[config.mk]
export PLATFORM = sky130hd
export DESIGN_NAME = bcd_seven_seg_scan
export DESIGN_NICKNAME = d
export VERILOG_FILES = /design/src/rtl/bcd_seven_seg_scan.sv
export SDC_FILE = /design/constraint.sdc
export NUM_CORES = 1
export LEC_CHECK = 0
export ABC_AREA = 1
export BUFFER_PORTS_ARGS = -buffer_cell sky130_fd_sc_hd__buf_2
export CORE_ASPECT_RATIO = 1.25
export CORE_MARGIN = 10
export CORE_UTILIZATION = 35
export DETAILED_ROUTE_END_ITERATION = 16
export GPL_ROUTABILITY_DRIVEN = 0
export SETUP_SLACK_MARGIN = 0.1
export SLEW_MARGIN = 20
export SYNTH_ARGS = -nofsm -noshare
export SYNTH_HDL_FRONTEND = slang
export SYNTH_SLANG_ARGS = --single-unit
[constraint.sdc]
create_clock -name clk -period 2.21 [get_ports clk]
set_clock_uncertainty 0.2 [all_clocks]
set_input_delay 0.1105 -clock clk [delete_from_list [all_inputs] [get_ports clk]]
set_output_delay 0.1105 -clock clk [all_outputs]
set_load 0.03 [all_outputs]
[src/rtl/bcd_seven_seg_scan.sv]
// Four-digit multiplexed seven-segment driver for a common-anode display.
// Latches BCD hundreds/tens/ones on load and scans them with blanking.
//
// Ports:
//   clk       system clock, rising edge
//   rst_n     asynchronous active-low reset
//   load      capture hundreds/tens/ones into the display registers
//   hundreds  BCD hundreds digit
//   tens      BCD tens digit
//   ones      BCD ones digit
//   an        active-low anodes: [0]=ones [1]=tens [2]=hundreds [3]=dark
//   seg       active-low segments {g,f,e,d,c,b,a}
//   dp        active-low decimal point, always off
module bcd_seven_seg_scan #(
  parameter int REFRESH_DIV = 100000
) (
  input  logic       clk,
  input  logic       rst_n,
  input  logic       load,
  input  logic [3:0] hundreds,
  input  logic [3:0] tens,
  input  logic [3:0] ones,
  output logic [3:0] an,
  output logic [6:0] seg,
  output logic       dp
);

  localparam int CW = $clog2(REFRESH_DIV);
  localparam logic [CW-1:0] CNT_MAX =
    CW'(REFRESH_DIV - 1);

  localparam logic [6:0] SEG_OFF  = 7'h7F;
  localparam logic [6:0] SEG_DASH = 7'h3F;

  localparam logic [3:0] AN_ONES = 4'b1110;
  localparam logic [3:0] AN_TENS = 4'b1101;
  localparam logic [3:0] AN_HUND = 4'b1011;
  localparam logic [3:0] AN_NONE = 4'b1111;

  logic [CW-1:0] r_cnt;
  logic [1:0]    r_slot;
  logic [3:0]    r_d_h;
  logic [3:0]    r_d_t;
  logic [3:0]    r_d_o;
  logic [3:0]    r_an;
  logic [6:0]    r_seg;

  logic          w_wrap;
  logic [CW-1:0] w_cnt_nxt;
  logic [1:0]    w_slot_nxt;
  logic          w_h_zero;
  logic          w_t_zero;
  logic [3:0]    w_an_nxt;
  logic [6:0]    w_seg_nxt;

  function automatic logic [6:0] seg_decode(
    input logic [3:0] d
  );
    logic [6:0] s;
    case (d)
      4'd0:    s = 7'h40;
      4'd1:    s = 7'h79;
      4'd2:    s = 7'h24;
      4'd3:    s = 7'h30;
      4'd4:    s = 7'h19;
      4'd5:    s = 7'h12;
      4'd6:    s = 7'h02;
      4'd7:    s = 7'h78;
      4'd8:    s = 7'h00;
      4'd9:    s = 7'h10;
      default: s = SEG_DASH;
    endcase
    return s;
  endfunction

  // Refresh counter and slot sequencer
  assign w_wrap = (r_cnt == CNT_MAX);

  always_comb begin
    w_cnt_nxt  = r_cnt + CW'(1);
    w_slot_nxt = r_slot;
    if (w_wrap) begin
      w_cnt_nxt  = '0;
      w_slot_nxt = r_slot + 2'd1;
    end
  end

  always_ff @(posedge clk or negedge rst_n) begin
    if (!rst_n) begin
      r_cnt  <= '0;
      r_slot <= 2'd0;
    end else begin
      r_cnt  <= w_cnt_nxt;
      r_slot <= w_slot_nxt;
    end
  end

  // Display registers
  always_ff @(posedge clk or negedge rst_n) begin
    if (!rst_n) begin
      r_d_h <= 4'd0;
      r_d_t <= 4'd0;
      r_d_o <= 4'd0;
    end else if (load) begin
      r_d_h <= hundreds;
      r_d_t <= tens;
      r_d_o <= ones;
    end
  end

  // Invalid codes are non-zero, so a dash is never blanked
  assign w_h_zero = (r_d_h == 4'd0);
  assign w_t_zero = (r_d_t == 4'd0);

  always_comb begin
    w_an_nxt  = AN_NONE;
    w_seg_nxt = SEG_OFF;
    case (r_slot)
      2'd0: begin
        w_an_nxt  = AN_ONES;
        w_seg_nxt = seg_decode(r_d_o);
      end
      2'd1: begin
        w_an_nxt = AN_TENS;
        if (!(w_h_zero && w_t_zero))
          w_seg_nxt = seg_decode(r_d_t);
      end
      2'd2: begin
        w_an_nxt = AN_HUND;
        if (!w_h_zero)
          w_seg_nxt = seg_decode(r_d_h);
      end
      default: begin
        w_an_nxt  = AN_NONE;
        w_seg_nxt = SEG_OFF;
      end
    endcase
  end

  // One register stage keeps an/seg changing together
  always_ff @(posedge clk or negedge rst_n) begin
    if (!rst_n) begin
      r_an  <= AN_NONE;
      r_seg <= SEG_OFF;
    end else begin
      r_an  <= w_an_nxt;
      r_seg <= w_seg_nxt;
    end
  end

  assign an  = r_an;
  assign seg = r_seg;
  assign dp  = 1'b1;

endmodule
# After elaboration in Yosys (flattened, before gate mapping)
# Memory sizes are Yosys's and may differ from the RTL's.
# Cells that the tools add are included.
# Widths: inputs -> output; s select.
# classes
n_addsub,2
eq_ne,3
n_mux,5
reduce_logical,4
# op_table
cell,n
$pmux 7 s3,1
$add 17x1->17 const B,1
$eq 17x17->1 const B,1
$mux 17,1
$mux 7,2
$pmux 3 s3,1
$logic_not 4->1,2
$add 2x1->2 const B,1
$eq 2x1->1 const B,1
$eq 2x2->1 const B,1
$logic_not 2->1,1
$logic_and 1x1->1,1
# word_totals
regBits,42
romBits,336
in_bits,15
output_inout_bits,12
mem_count,3
# memory_table
memory,words,width,rd,rd_clocked_by_memory_dff,wr,line_no,source
(name not given),16,7,1,0,0,60,case (d)
(name not given),16,7,1,0,0,60,
(name not given),16,7,1,0,0,60,

# Longest topological paths before layout
# depth
ltp_word,4
ltp_mapped,8

# Worst setup path before layout
# No wires, ideal clock.
# synth_timing
path_kind,register to register
start,register r_slot[0]
end,register r_seg[1] (netlist: seg[1])
arrival_time_ns,1.144
t_required_ns,1.946
setup_slack_ns,0.802
path_stages_with_launch,8
path_buffers,0
period_less_slack_ns,1.408
cell_sequence,dfrtp_1 > inv_1 > ha_1 > a21boi_2 > nand2_1 > nand2_1 > inv_1 > nand3_1
# synth_via
elab_chain_cells,2
# synth_lines
item,line_no,source
start: declaration,41,logic [1:0] r_slot;
start signal: assignment,94,r_slot <= w_slot_nxt;
"$eq 2x2->1, or another cell as far along",118,case (r_slot)
$pmux 7 s3 *,118,
via w_seg_nxt[1],54,logic [6:0] w_seg_nxt;
end signal: assignment,147,r_seg <= w_seg_nxt;
end: declaration,46,logic [6:0] r_seg;
# Mark *: on every way through the listed nets, which the timed path passes. The rest lies on a longest branch.
# A chain may end at the register's enable or synchronous reset.

# Worst setup path in the final report
# layout_timing
start,register r_d_o[1]
end,register r_seg[3] (netlist: seg[3])
# layout_via
elab_chain_cells,2
# layout_lines
item,line_no,source
start: declaration,44,logic [3:0] r_d_o;
start signal: assignment,107,r_d_o <= ones;
$mem_v2 16x7,n/a,
$pmux 7 s3,118,
via w_seg_nxt[3],54,
# The timed path passes the listed nets, and every way through them passes these cells.

==> impl_metrics.prom <==
# TYPE chip_impl_metric gauge
chip_impl_metric{name="synth_area",unit="um^2"} 2560
chip_impl_metric{name="maxSlewHeadroom",unit=""} 0.437
chip_impl_metric{name="fin_setup_tns",unit="ns"} 0
chip_impl_metric{name="via_count_of_the_first_global_routing_pass",unit=""} 2115
chip_impl_metric{name="power.share.sequential",unit=""} 0.470
chip_impl_metric{name="switching_share_of_total_power",unit=""} 0.278
chip_impl_info{name="critPathSlowestCell",value="sky130_fd_sc_hd__dfrtp_1"} 1
chip_impl_metric{name="die_area",unit="um^2"} 11200
chip_impl_metric{name="drt_pre_antenna_iters",unit=""} 4
chip_impl_metric{name="largest_net_degree_at_the_start_of_global_routing",unit=""} 38
chip_impl_metric{name="worst_slew_pin_slew",unit="ns"} 0.845
chip_impl_metric{name="io-pin-count",unit=""} 27
chip_impl_info{name="regToRegStartpoint",value="r_d_o[1]"} 1
chip_impl_metric{name="drt-initial-drc-count",unit=""} 50
chip_impl_metric{name="syn2layout_area_growth",unit="%"} 18.4
chip_impl_metric{name="vias",unit=""} 2181
chip_impl_metric{name="num_antenna_cells",unit=""} 0
chip_impl_metric{name="die_width",unit="um"} 96.5
chip_impl_metric{name="buffer_ports.inserted",unit=""} 24
chip_impl_metric{name="wire_per_inst",unit="um"} 11.4
chip_impl_metric{name="yosys_register_bits",unit=""} 41
chip_impl_metric{name="final_max_slew_viol_count",unit=""} 0
chip_impl_metric{name="clk_latency",unit="ns"} 0.29
chip_impl_metric{name="path_clk_slew",unit="ns"} 0.08
chip_impl_metric{name="cts_post_setup_buffers_inserted",unit=""} 0
chip_impl_info{name="path_class",value="reg -> reg"} 1
chip_impl_metric{name="post_cts.resized_instances",unit=""} 0
chip_impl_info{name="startpoint_type",value="flop"} 1
chip_impl_metric{name="switchingPower",unit="uW"} 493
chip_impl_metric{name="synth_seq_area_share",unit=""} 0.405
chip_impl_info{name="rsz0062_at_grt",value="no"} 1
chip_impl_metric{name="gate_count_after_technology_mapping",unit=""} 342
chip_impl_metric{name="cts_inserted_buffers",unit=""} 5
chip_impl_metric{name="die_height",unit="um"} 116
chip_impl_metric{name="synth.yosys.warnings",unit=""} 0
chip_impl_metric{name="grt_antenna_before_repair",unit=""} 0
chip_impl_metric{name="required_arrival_time_at_the_worst_endpoint",unit="ns"} 2.23
chip_impl_metric{name="gr-total-overflow",unit=""} 0
chip_impl_info{name="cell_mode_on_critical_path",value="sky130_fd_sc_hd__nand2_1"} 1
chip_impl_metric{name="critPathMaxStageDelay",unit="ns"} 0.43
chip_impl_metric{name="maxClockFrequency",unit="GHz"} 0.616
chip_impl_metric{name="clockPowerShare",unit=""} 0.354
chip_impl_metric{name="dp_worst_setup_slack",unit="ns"} 0.592
chip_impl_metric{name="cts_hold_repair.buffers",unit=""} 13
chip_impl_metric{name="setup_violations",unit=""} 0
chip_impl_metric{name="floorplan.rows",unit=""} 34
chip_impl_metric{name="final_hold_viol_count",unit=""} 0
chip_impl_info{name="cp_cell_sequence",value="inv_1 -> ha_1 -> nand2_1 -> nand2_1 -> nand2_1 -> a21oi_1 -> nand3_1"} 1
chip_impl_metric{name="share_comb_of_total_power",unit=""} 0.176
chip_impl_metric{name="drc",unit=""} 0
chip_impl_metric{name="cts.sink_count",unit=""} 41
chip_impl_metric{name="average_footprint_of_a_synthesized_cell",unit="um^2"} 7.49
chip_impl_metric{name="path_max_fanout",unit=""} 5
chip_impl_metric{name="number_of_nets_at_the_end_of_the_flow",unit=""} 423
chip_impl_info{name="hp-start",value="load"} 1
chip_impl_info{name="outcome",value="finished, final reports clean"} 1
chip_impl_info{name="setup.worst_path.start",value="r_d_o[1]"} 1
chip_impl_metric{name="grtUsageTotal",unit=""} 0.102
chip_impl_metric{name="ir_drop",unit="V"} 0.000220
chip_impl_metric{name="final_layout_size_suffix_gt1_frac",unit=""} 0.138
chip_impl_info{name="timing.hold.worst.class",value="in -> reg"} 1
chip_impl_metric{name="synth_cell_types",unit=""} 25
chip_impl_metric{name="final.min_clock_period",unit="ns"} 1.62
chip_impl_info{name="cts.root.buffer_cell",value="sky130_fd_sc_hd__clkbuf_8"} 1
chip_impl_metric{name="wl",unit="um"} 5410
chip_impl_metric{name="fill_count",unit=""} 734
chip_impl_info{name="clock_tree_from_tritoncts",value="yes"} 1
chip_impl_metric{name="timing.final.crit_share",unit=""} 0.735
chip_impl_metric{name="core_footprint",unit="um^2"} 7060
chip_impl_metric{name="first_pass_grt_wire_length",unit="um"} 9230
chip_impl_metric{name="maxCapViolCount",unit=""} 0
chip_impl_metric{name="clock_tree.buffer_depth",unit=""} 2
chip_impl_metric{name="cellLeakagePower",unit="nW"} 1.58
chip_impl_metric{name="timing.final.ws_setup",unit="ns"} 0.586
chip_impl_metric{name="p_int",unit="mW"} 1.28
chip_impl_info{name="setup.worst_path.end_class",value="flop"} 1
chip_impl_metric{name="power_per_standard_cell_area",unit="nW/um^2"} 586
chip_impl_metric{name="dp_hpwl",unit="um"} 4150
chip_impl_metric{name="detail-route-antenna-nets",unit=""} 0
chip_impl_metric{name="initial_core_util",unit=""} 0.363
chip_impl_metric{name="cts_htree_levels",unit=""} 2
chip_impl_metric{name="route.detailed.vias_per_inst",unit=""} 4.59
chip_impl_metric{name="critical_path_arrival",unit="ns"} 1.64
-- routing by layer --
layer	wire length [um]	vias up	share of wire	global-route usage
met2	2850	29	0.53	0.188
met3	209	10	0.039	0.0246
met4	93	0	0.017	0.0388
met1	2260	1006	0.42	0.109
met5	0	-	0	0
li1	-	1136	-	-
-- per-stage QoR --
step	utilization	instance area [um^2]	hold slack, ns	power (mW)	std cells
detailed placement	0.395	2790	0.0717	1.15	454
floorplan	-	2570	-0.385	1.06	343
global placement	0.395	2790	0.0541	1.14	454
CTS	0.429	3030	0.0191	1.81	475
finish	0.429	3030	0.0214	1.78	475
global route	0.429	3030	0.0531	1.88	475
-- registers in the layout (all words and copies together), names as in the netlist --
register	count
an	3
r_cnt	17
r_d_h	4
r_d_o	4
r_d_t	4
r_slot	2
seg	7
-- cell usage after synthesis --
| cell | instances | area [um^2] |
|---|---|---|
| sky130_fd_sc_hd__a21oi_1 | 4 | 20.0 |
| sky130_fd_sc_hd__o21bai_1 | 1 | 7.51 |
| sky130_fd_sc_hd__inv_1 | 57 | 214 |
| sky130_fd_sc_hd__nand2_1 | 90 | 338 |
| sky130_fd_sc_hd__clkbuf_1 | 2 | 7.51 |
| sky130_fd_sc_hd__a21o_1 | 1 | 7.51 |
| sky130_fd_sc_hd__nand3_2 | 1 | 10.0 |
| sky130_fd_sc_hd__buf_4 | 2 | 15.0 |
| sky130_fd_sc_hd__a21boi_2 | 1 | 11.3 |
| sky130_fd_sc_hd__dfrtp_1 | 31 | 776 |
| sky130_fd_sc_hd__nand2_2 | 2 | 12.5 |
| sky130_fd_sc_hd__nor2_4 | 2 | 22.5 |
| sky130_fd_sc_hd__dfstp_2 | 10 | 263 |
| sky130_fd_sc_hd__nand3_1 | 29 | 145 |
| sky130_fd_sc_hd__nor3_1 | 2 | 10.0 |
| sky130_fd_sc_hd__o21ai_1 | 4 | 20.0 |
| sky130_fd_sc_hd__ha_1 | 24 | 300 |
| sky130_fd_sc_hd__buf_2 | 1 | 5.00 |
| sky130_fd_sc_hd__xor2_1 | 6 | 52.6 |
| sky130_fd_sc_hd__conb_1 | 1 | 3.75 |
| sky130_fd_sc_hd__inv_2 | 1 | 3.75 |
| sky130_fd_sc_hd__nand4_1 | 5 | 31.3 |
| sky130_fd_sc_hd__nor2_2 | 3 | 18.8 |
| sky130_fd_sc_hd__o21ai_0 | 28 | 140 |
| sky130_fd_sc_hd__nor2_1 | 34 | 128 |
-- power by group through the flow --
stage	Sequential (mW)	Clock (mW)	Combinational, mW
floorplan	0.886	0	0.170
global placement	0.847	0	0.298
detailed placement	0.849	0	0.300
CTS	0.835	0.652	0.319
global route	0.842	0.684	0.355
finish	0.834	0.629	0.313
-- area by class of cell --
| class | instances | area, um^2 | share of cell area |
|---|---|---|---|
| clock buffers | 7 | 86.3 | 0.0285 |
| inverters | 58 | 218 | 0.0718 |
| flip-flops and latches | 41 | 1040 | 0.342 |
| clock inverters | 1 | 30.0 | 0.00990 |
| repair buffers | 39 | 265 | 0.0875 |
| well taps | 90 | 113 | 0.0371 |
| multi-input cells | 239 | 1280 | 0.423 |
-- path summary, 6_finish.rpt --
path,to,slack [ns],depth (start not counted)
min,r_d_o[1],0.02,3
max in group asynchronous,an[2],0.88,3
min reg2reg,r_cnt[0],0.27,1
min in group asynchronous,r_d_t[3],0.25,2
max,seg[3],0.59,7
max reg2reg,seg[3],0.59,7
-- kinds of logic after synthesis --
kind of cell / share of synthesized area
simple gates: 0.279
fa+ha+maj: 0.117
buf+inv: 0.0957
other cells: 0.00146
xor+xnor: 0.0205
compound gates: 0.0806
flops: 0.405
-- cells in the final DEF, fill, tap and decap left out, drive strengths merged, types with 2 or more instances in the layout --
master / n
buf: 26
dfrtp: 31
nand2: 92
inv: 58
nor3: 2
o21ai: 32
clkbuf: 7
nand4: 5
nor2: 39
ha: 24
conb: 2
xor2: 6
dfstp: 10
nand3: 30
dlygate4sd3: 13
a21oi: 4
-- worst max-delay path, delay by kind of cell, from the launching register on --
| kind | cells | cell delay, ns |
|---|---|---|
| DFF | 1 | 0.43 |
| adders and majority gates | 1 | 0.29 |
| and+or+nand+nor | 4 | 0.29 |
| AOI/OAI and AO/OA | 1 | 0.20 |
| buffers and inverters | 1 | 0.13 |
No activity file was read; power rests on OpenSTA's default activity.
